==> config.mk <==
export PLATFORM = sky130hd
export DESIGN_NAME = controle_ajuste
export DESIGN_NICKNAME = d
export VERILOG_FILES = /design/src/rtl/relogio_pkg.sv /design/src/rtl/debounce_botao.sv /design/src/rtl/controle_ajuste.sv
export SDC_FILE = /design/constraint.sdc
export NUM_CORES = 1
export LEC_CHECK = 0
export ABC_AREA = 0
export CORE_MARGIN = 10
export CORE_UTILIZATION = 45
export DETAILED_ROUTE_END_ITERATION = 10
export GPL_ROUTABILITY_DRIVEN = 0
export PLACE_DENSITY_LB_ADDON = 0.08
export SYNTH_ARGS = -nofsm -noshare
export SYNTH_HDL_FRONTEND = slang
export SYNTH_HIERARCHICAL = 1
export SYNTH_SLANG_ARGS = --single-unit
==> constraint.sdc <==
create_clock -name clk50mhz -period 2.2 [get_ports clk50mhz]
set_input_delay 0.66 -clock clk50mhz [delete_from_list [all_inputs] [get_ports clk50mhz]]
set_output_delay 0.66 -clock clk50mhz [all_outputs]
set_load 0.05 [all_outputs]
==> src/rtl/relogio_pkg.sv <==
// Shared types and constants for the clock front-panel control path.
// Holds the adjustment FSM state type, selector width, button indices
// and the digit-advance helper used by controle_ajuste.
package relogio_pkg;

    typedef enum logic {
        RUN    = 1'b0,
        AJUSTE = 1'b1
    } estado_t;

    localparam int SELETOR_W          = 3;
    localparam int NUM_DIGITS_DEFAULT = 6;

    // Bit positions inside the raw botao[3:1] bus
    localparam int BOTAO_MODO = 1;
    localparam int BOTAO_INC  = 2;
    localparam int BOTAO_PROX = 3;

    // Next digit index, wrapping from the last digit back to 0
    function automatic logic [SELETOR_W-1:0] proximo_digito(
        input logic [SELETOR_W-1:0] atual,
        input int                   num_digitos
    );
        if (int'(atual) >= num_digitos - 1) begin
            return '0;
        end
        return atual + SELETOR_W'(1);
    endfunction

endpackage

==> src/rtl/debounce_botao.sv <==
// One pushbutton input path: 2-FF synchronizer, polarity normalisation
// (pressed = 1), debounce counter, accepted level and a one-cycle press
// event on each accepted released->pressed transition.
module debounce_botao #(
    parameter int DEBOUNCE_CYCLES   = 1000000,
    parameter int BOTAO_ATIVO_BAIXO = 1
) (
    input  logic clk,
    input  logic rst,
    input  logic bruto,
    output logic nivel,
    output logic evento
);

    localparam int CONT_W = (DEBOUNCE_CYCLES > 2) ? $clog2(DEBOUNCE_CYCLES) : 1;
    localparam logic [CONT_W-1:0] CONT_MAX = CONT_W'(DEBOUNCE_CYCLES - 1);
    // Raw level of a released button, so reset never fakes a press
    localparam logic SOLTO_BRUTO = (BOTAO_ATIVO_BAIXO != 0);

    logic              sinc1;
    logic              sinc2;
    logic              pressionado;
    logic [CONT_W-1:0] cont;

    // Two-stage synchronizer on the asynchronous button line
    always_ff @(posedge clk or posedge rst) begin
        if (rst) begin
            sinc1 <= SOLTO_BRUTO;
            sinc2 <= SOLTO_BRUTO;
        end else begin
            sinc1 <= bruto;
            sinc2 <= sinc1;
        end
    end

    assign pressionado = (BOTAO_ATIVO_BAIXO != 0) ? ~sinc2 : sinc2;

    // Accept a new level only after it differs for DEBOUNCE_CYCLES straight cycles
    always_ff @(posedge clk or posedge rst) begin
        if (rst) begin
            cont   <= '0;
            nivel  <= 1'b0;
            evento <= 1'b0;
        end else begin
            evento <= 1'b0;
            if (pressionado != nivel) begin
                if (cont == CONT_MAX) begin
                    nivel  <= pressionado;
                    cont   <= '0;
                    evento <= pressionado;
                end else begin
                    cont <= cont + CONT_W'(1);
                end
            end else begin
                cont <= '0;
            end
        end
    end

endmodule

==> src/rtl/controle_ajuste.sv <==
// Front-panel adjustment control for the clock counter chain.
// Debounces the three buttons and runs the RUN/AJUSTE mode FSM that
// drives chave_alteracao, seletor and the one-shot incremento.
// Optional auto-repeat of the increment button: define AUTO_REPETICAO_EN.
module controle_ajuste
    import relogio_pkg::*;
#(
    parameter int DEBOUNCE_CYCLES      = 1000000,
    parameter int NUM_DIGITS           = NUM_DIGITS_DEFAULT,
    parameter int BOTAO_ATIVO_BAIXO    = 1,
    parameter int REPEAT_DELAY_CYCLES  = 25000000,
    parameter int REPEAT_PERIOD_CYCLES = 5000000
) (
    input  logic                 clk50mhz,
    input  logic                 reset,
    input  logic [3:1]           botao,
    input  logic                 relogio_ativo,
    output logic                 chave_alteracao,
    output logic [SELETOR_W-1:0] seletor,
    output logic                 incremento
);

    // Reject parameter sets the datapath cannot represent
    if (DEBOUNCE_CYCLES < 1 || NUM_DIGITS < 1 || NUM_DIGITS > (1 << SELETOR_W) ||
        REPEAT_DELAY_CYCLES < 1 || REPEAT_PERIOD_CYCLES < 1) begin : g_param_invalido
        $error("controle_ajuste: invalid parameter set");
    end

    logic [3:1] nivel;
    logic [3:1] evento;

    for (genvar g = 1; g <= 3; g++) begin : g_botao
        debounce_botao #(
            .DEBOUNCE_CYCLES   (DEBOUNCE_CYCLES),
            .BOTAO_ATIVO_BAIXO (BOTAO_ATIVO_BAIXO)
        ) u_debounce (
            .clk    (clk50mhz),
            .rst    (reset),
            .bruto  (botao[g]),
            .nivel  (nivel[g]),
            .evento (evento[g])
        );
    end

    estado_t              estado;
    estado_t              estado_prox;
    logic [SELETOR_W-1:0] seletor_prox;
    logic                 incremento_prox;
    // Set when a digit advance collided with an increment pulse; the advance
    // is applied one cycle later so the pulse is seen with the old digit.
    logic                 avanco_pend;
    logic                 avanco_pend_prox;
    logic                 disparo_repeticao;
    logic                 ev_inc;

`ifdef AUTO_REPETICAO_EN
    logic [31:0] rep_cont;
    logic        rep_armado;
    logic        rep_ativo;

    assign rep_ativo = (estado == AJUSTE) && relogio_ativo && nivel[BOTAO_INC];

    // Repeat fires after the initial delay, then once per period
    always_comb begin
        disparo_repeticao = 1'b0;
        if (rep_ativo) begin
            if (rep_armado) begin
                disparo_repeticao = (rep_cont == 32'(REPEAT_PERIOD_CYCLES));
            end else begin
                disparo_repeticao = (rep_cont == 32'(REPEAT_DELAY_CYCLES));
            end
        end
    end

    // Hold-time counter, cleared on release, mode change or clock disabled
    always_ff @(posedge clk50mhz or posedge reset) begin
        if (reset) begin
            rep_cont   <= '0;
            rep_armado <= 1'b0;
        end else if (!rep_ativo) begin
            rep_cont   <= '0;
            rep_armado <= 1'b0;
        end else if (disparo_repeticao) begin
            rep_cont   <= 32'd1;
            rep_armado <= 1'b1;
        end else begin
            rep_cont <= rep_cont + 32'd1;
        end
    end
`else
    assign disparo_repeticao = 1'b0;
`endif

    // Accepted levels are only consumed by the auto-repeat path
    logic unused_nivel;
    assign unused_nivel = ^nivel;

    assign ev_inc = evento[BOTAO_INC] | disparo_repeticao;

    // FSM state and registered outputs
    always_ff @(posedge clk50mhz or posedge reset) begin
        if (reset) begin
            estado      <= RUN;
            seletor     <= '0;
            incremento  <= 1'b0;
            avanco_pend <= 1'b0;
        end else begin
            estado      <= estado_prox;
            seletor     <= seletor_prox;
            incremento  <= incremento_prox;
            avanco_pend <= avanco_pend_prox;
        end
    end

    // Next state: mode press beats everything; increment uses the current digit
    always_comb begin
        estado_prox      = estado;
        seletor_prox     = seletor;
        incremento_prox  = 1'b0;
        avanco_pend_prox = 1'b0;
        case (estado)
            RUN: begin
                seletor_prox = '0;
                if (evento[BOTAO_MODO]) begin
                    estado_prox = AJUSTE;
                end
            end
            AJUSTE: begin
                if (evento[BOTAO_MODO]) begin
                    estado_prox  = RUN;
                    seletor_prox = '0;
                end else begin
                    incremento_prox = ev_inc && relogio_ativo;
                    if (avanco_pend) begin
                        seletor_prox = proximo_digito(seletor, NUM_DIGITS);
                    end
                    if (evento[BOTAO_PROX]) begin
                        if (ev_inc && relogio_ativo) begin
                            avanco_pend_prox = 1'b1;
                        end else begin
                            seletor_prox = proximo_digito(seletor, NUM_DIGITS);
                        end
                    end
                end
            end
            default: begin
                estado_prox  = RUN;
                seletor_prox = '0;
            end
        endcase
    end

    assign chave_alteracao = (estado == AJUSTE);

endmodule

==> qor.yml <==
critPathKind: "flip-flop to flip-flop"
hold_class: "flip-flop to flip-flop"
rr_worst_depth: 4
dieWidth_um: 112
crit_path_end_kind: "flip-flop"
setup_tns_ns: 0
finalInstanceArea_sq_um: 4240
p_leak_nw: 1.83
final_nets: 397
vias: 2661
area_delta_synth_final_pct: 12.4
avgViaCountPerCell: 5.36
r2r_setup_slack_ns: 0.34
initial_core_util_pct: 46.1
min_period_over_period_pct: 84.8
slew_violations: 0
fin_util_pct: 51.8
cts-htree-levels: 3
cts_sinks: 78
critPathLaunch: "g_botao[1].u_debounce/cont[8]"
maxCapViolCount: 0
status: "completed"
cp-start-kind: "flip-flop"
r2r-end: "g_botao[1].u_debounce/cont[19]"
cts_tree: "built"
place_inst: 480
post-route-min-period_ns: 1.86
fin_cells: 496
antennaDiodeCount: 0
synth_area_sq_um: 3770
grt_pass1_wl_um: 12400
clockBufferDepth: 2
arrival_ns: 2.14
yosys.area.top_type_share_pct: 47.8
dr.pass1.iters: 4
rr_startpoint: "g_botao[1].u_debounce/cont[8]"
clk_pin_slew_ns: 0.08
grt_max_degree: 25
grt-ovfl-total: 0
path_max_fanout: 8
syn-num-nets: 378
whs_ns: 0.357
ant_nets: 0
cp.required_ns: 2.47
synth_area_leaders: "dfrtp_1, xnor2_1, nor2_1"
core_sq_um: 8180
synth_warnings: 6
finalPower_mw: 2.80
rsz0062_at_grt: "no"
powerDensity_nw_per_um2: 660
drc: 0
cts-root-buf: "clkbuf_8"
insertion_delay_ns: 0.35
tightest_slew_ns: 0.512
place_area_sq_um: 4000
rows: 33
routed_wirelength_um: 6880
setup_viol: 0
portBuffers: 10
ios: 11
ir_drop_mv: 0.304
synthCells: 367
yosysSeqAreaShare_pct: 52.0
dp_slack_ns: 0.312
fin_ws_ns: 0.335
yosysTopAreaCell: "dfrtp_1"
numCtsBuffers: 9
min_delay_path_depth: 0
hold_viol: 0
wl_per_cell_um: 13.9
antenna_found_initial: 0
slew_headroom_pct: 65.8
drive_gt1_share_pct: 13.0
ys_ff_latch: 78
grt_pass1_vias: 2675
drt_iter0_drc: 106
fp.dieH_um: 112
cp-endpoint: "g_botao[1].u_debounce/cont[19]"
clock.fmax_ghz: 0.536
dieArea_sq_um: 12400
hpwl_um: 4770
fin_skew_ns: 0.00748
syn_area_per_cell_sq_um: 10.3
synthDistinctLibCells: 46
grt_usage_pct: 11.7
[cell usage in the layout, fill, tap and decap left out, types with 3 or more instances in the layout]
cell type	instances
nor4_1	8
clkbuf_8	12
xor2_1	21
nor3_1	14
ha_1	5
nand3_1	24
nor2_1	52
or4_1	7
or4_2	3
o31ai_1	10
or3_1	3
and4_1	7
and3_1	4
clkdlybuf4s50_1	5
inv_1	20
dfstp_2	6
xnor2_1	23
a21oi_1	14
nand2_1	24
dfrtp_1	72
buf_4	9
nand4_1	6
a31o_2	3
mux2i_1	3
[worst min-delay path by stage]
stage / start / endpoint / slack (ns)
3_5_place_dp: g_botao[3].u_debounce/sinc1 / g_botao[3].u_debounce/sinc2 / 0.35
6_report: g_botao[3].u_debounce/sinc1 / g_botao[3].u_debounce/sinc2 / 0.36
2_1_floorplan: g_botao[1].u_debounce/sinc1 / g_botao[1].u_debounce/sinc2 / 0.35
5_1_grt: g_botao[2].u_debounce/sinc1 / g_botao[2].u_debounce/sinc2 / 0.36
4_1_cts: g_botao[3].u_debounce/sinc1 / g_botao[3].u_debounce/sinc2 / 0.36
3_3_place_gp: g_botao[1].u_debounce/sinc1 / g_botao[1].u_debounce/sinc2 / 0.35
[layout make-up]
| class | count | area (sq um) |
|---|---|---|
| well taps | 105 | 131 |
| multi-input cells | 262 | 1710 |
| repair buffers | 15 | 130 |
| flip-flops and latches | 78 | 1960 |
| clock inverters | 3 | 65.1 |
| fillers | 780 | 3940 |
| inverters | 20 | 75.1 |
| clock buffers | 13 | 169 |
[layer usage]
metal,up-vias,share of wire [%],track usage (%)
met5,-,0,0
met4,0,1.7,3.94
met3,12,3.8,4.62
met2,28,45,17.7
met1,1292,50,15.0
li1,1329,-,-
[Yosys cell counts (all sizes together)]
cell type / number
clkbuf: 6
a21boi: 2
nor2b: 1
xnor2: 23
o31ai: 10
a21oi: 14
or4b: 2
a221o: 1
a2bb2oi: 1
or2: 3
or4: 10
buf: 1
nor4: 8
dfrtp: 72
mux2i: 3
and3: 6
dfstp: 6
o21ai: 3
o2111ai: 1
and2: 1
nor3: 14
nand2: 24
o221ai: 1
xor2: 21
inv: 20
nor2: 52
or3: 4
a21bo: 1
nand4bb: 2
and4bb: 1
o311a: 1
nand4: 9
ha: 5
and4: 9
o41ai: 2
nand3: 24
a31o: 3
[registers in the layout, summed over array words and instances, names as in the netlist]
| name | count |
|---|---|
| chave_alteracao | 1 |
| avanco_pend | 1 |
| g_botao.u_debounce/sinc1 | 3 |
| incremento | 1 |
| g_botao.u_debounce/nivel | 3 |
| seletor | 3 |
| g_botao.u_debounce/evento | 3 |
| g_botao.u_debounce/sinc2 | 3 |
| g_botao.u_debounce/cont | 60 |
[logic make-up after synthesis]
kind of cell / count (synthesis) / share of synthesized area, %
AND/OR/NAND/NOR: 170 / 25.2
XOR/XNOR: 44 / 10.2
flip-flops: 78 / 52.0
buffers and inverters: 27 / 2.72
multiplexers: 3 / 0.797
adder cells (fa/ha/maj): 5 / 1.66
AO/OA/AOI/OAI: 40 / 7.40
[critical path: stages (launching register included)]
cell     delay (ns)
dfrtp_1        0.45
nand4_2        0.20
or3_1          0.50
or4_1          0.49
a21oi_1        0.15
[power by group]
part           switching [mW]  total, mW  internal (mW)
Combinational          0.0606     0.0904         0.0298
Sequential             0.0161       1.47           1.46
Clock                   0.503       1.23          0.731
Total                   0.579       2.80           2.22
[what timing repair did]
item	in CTS	in global routing
hold buffers	0	0
resized for setup	0	1
buffers inserted	0	0
setup endpoints to repair	0	1
No activity file was read; power rests on OpenSTA's default activity.
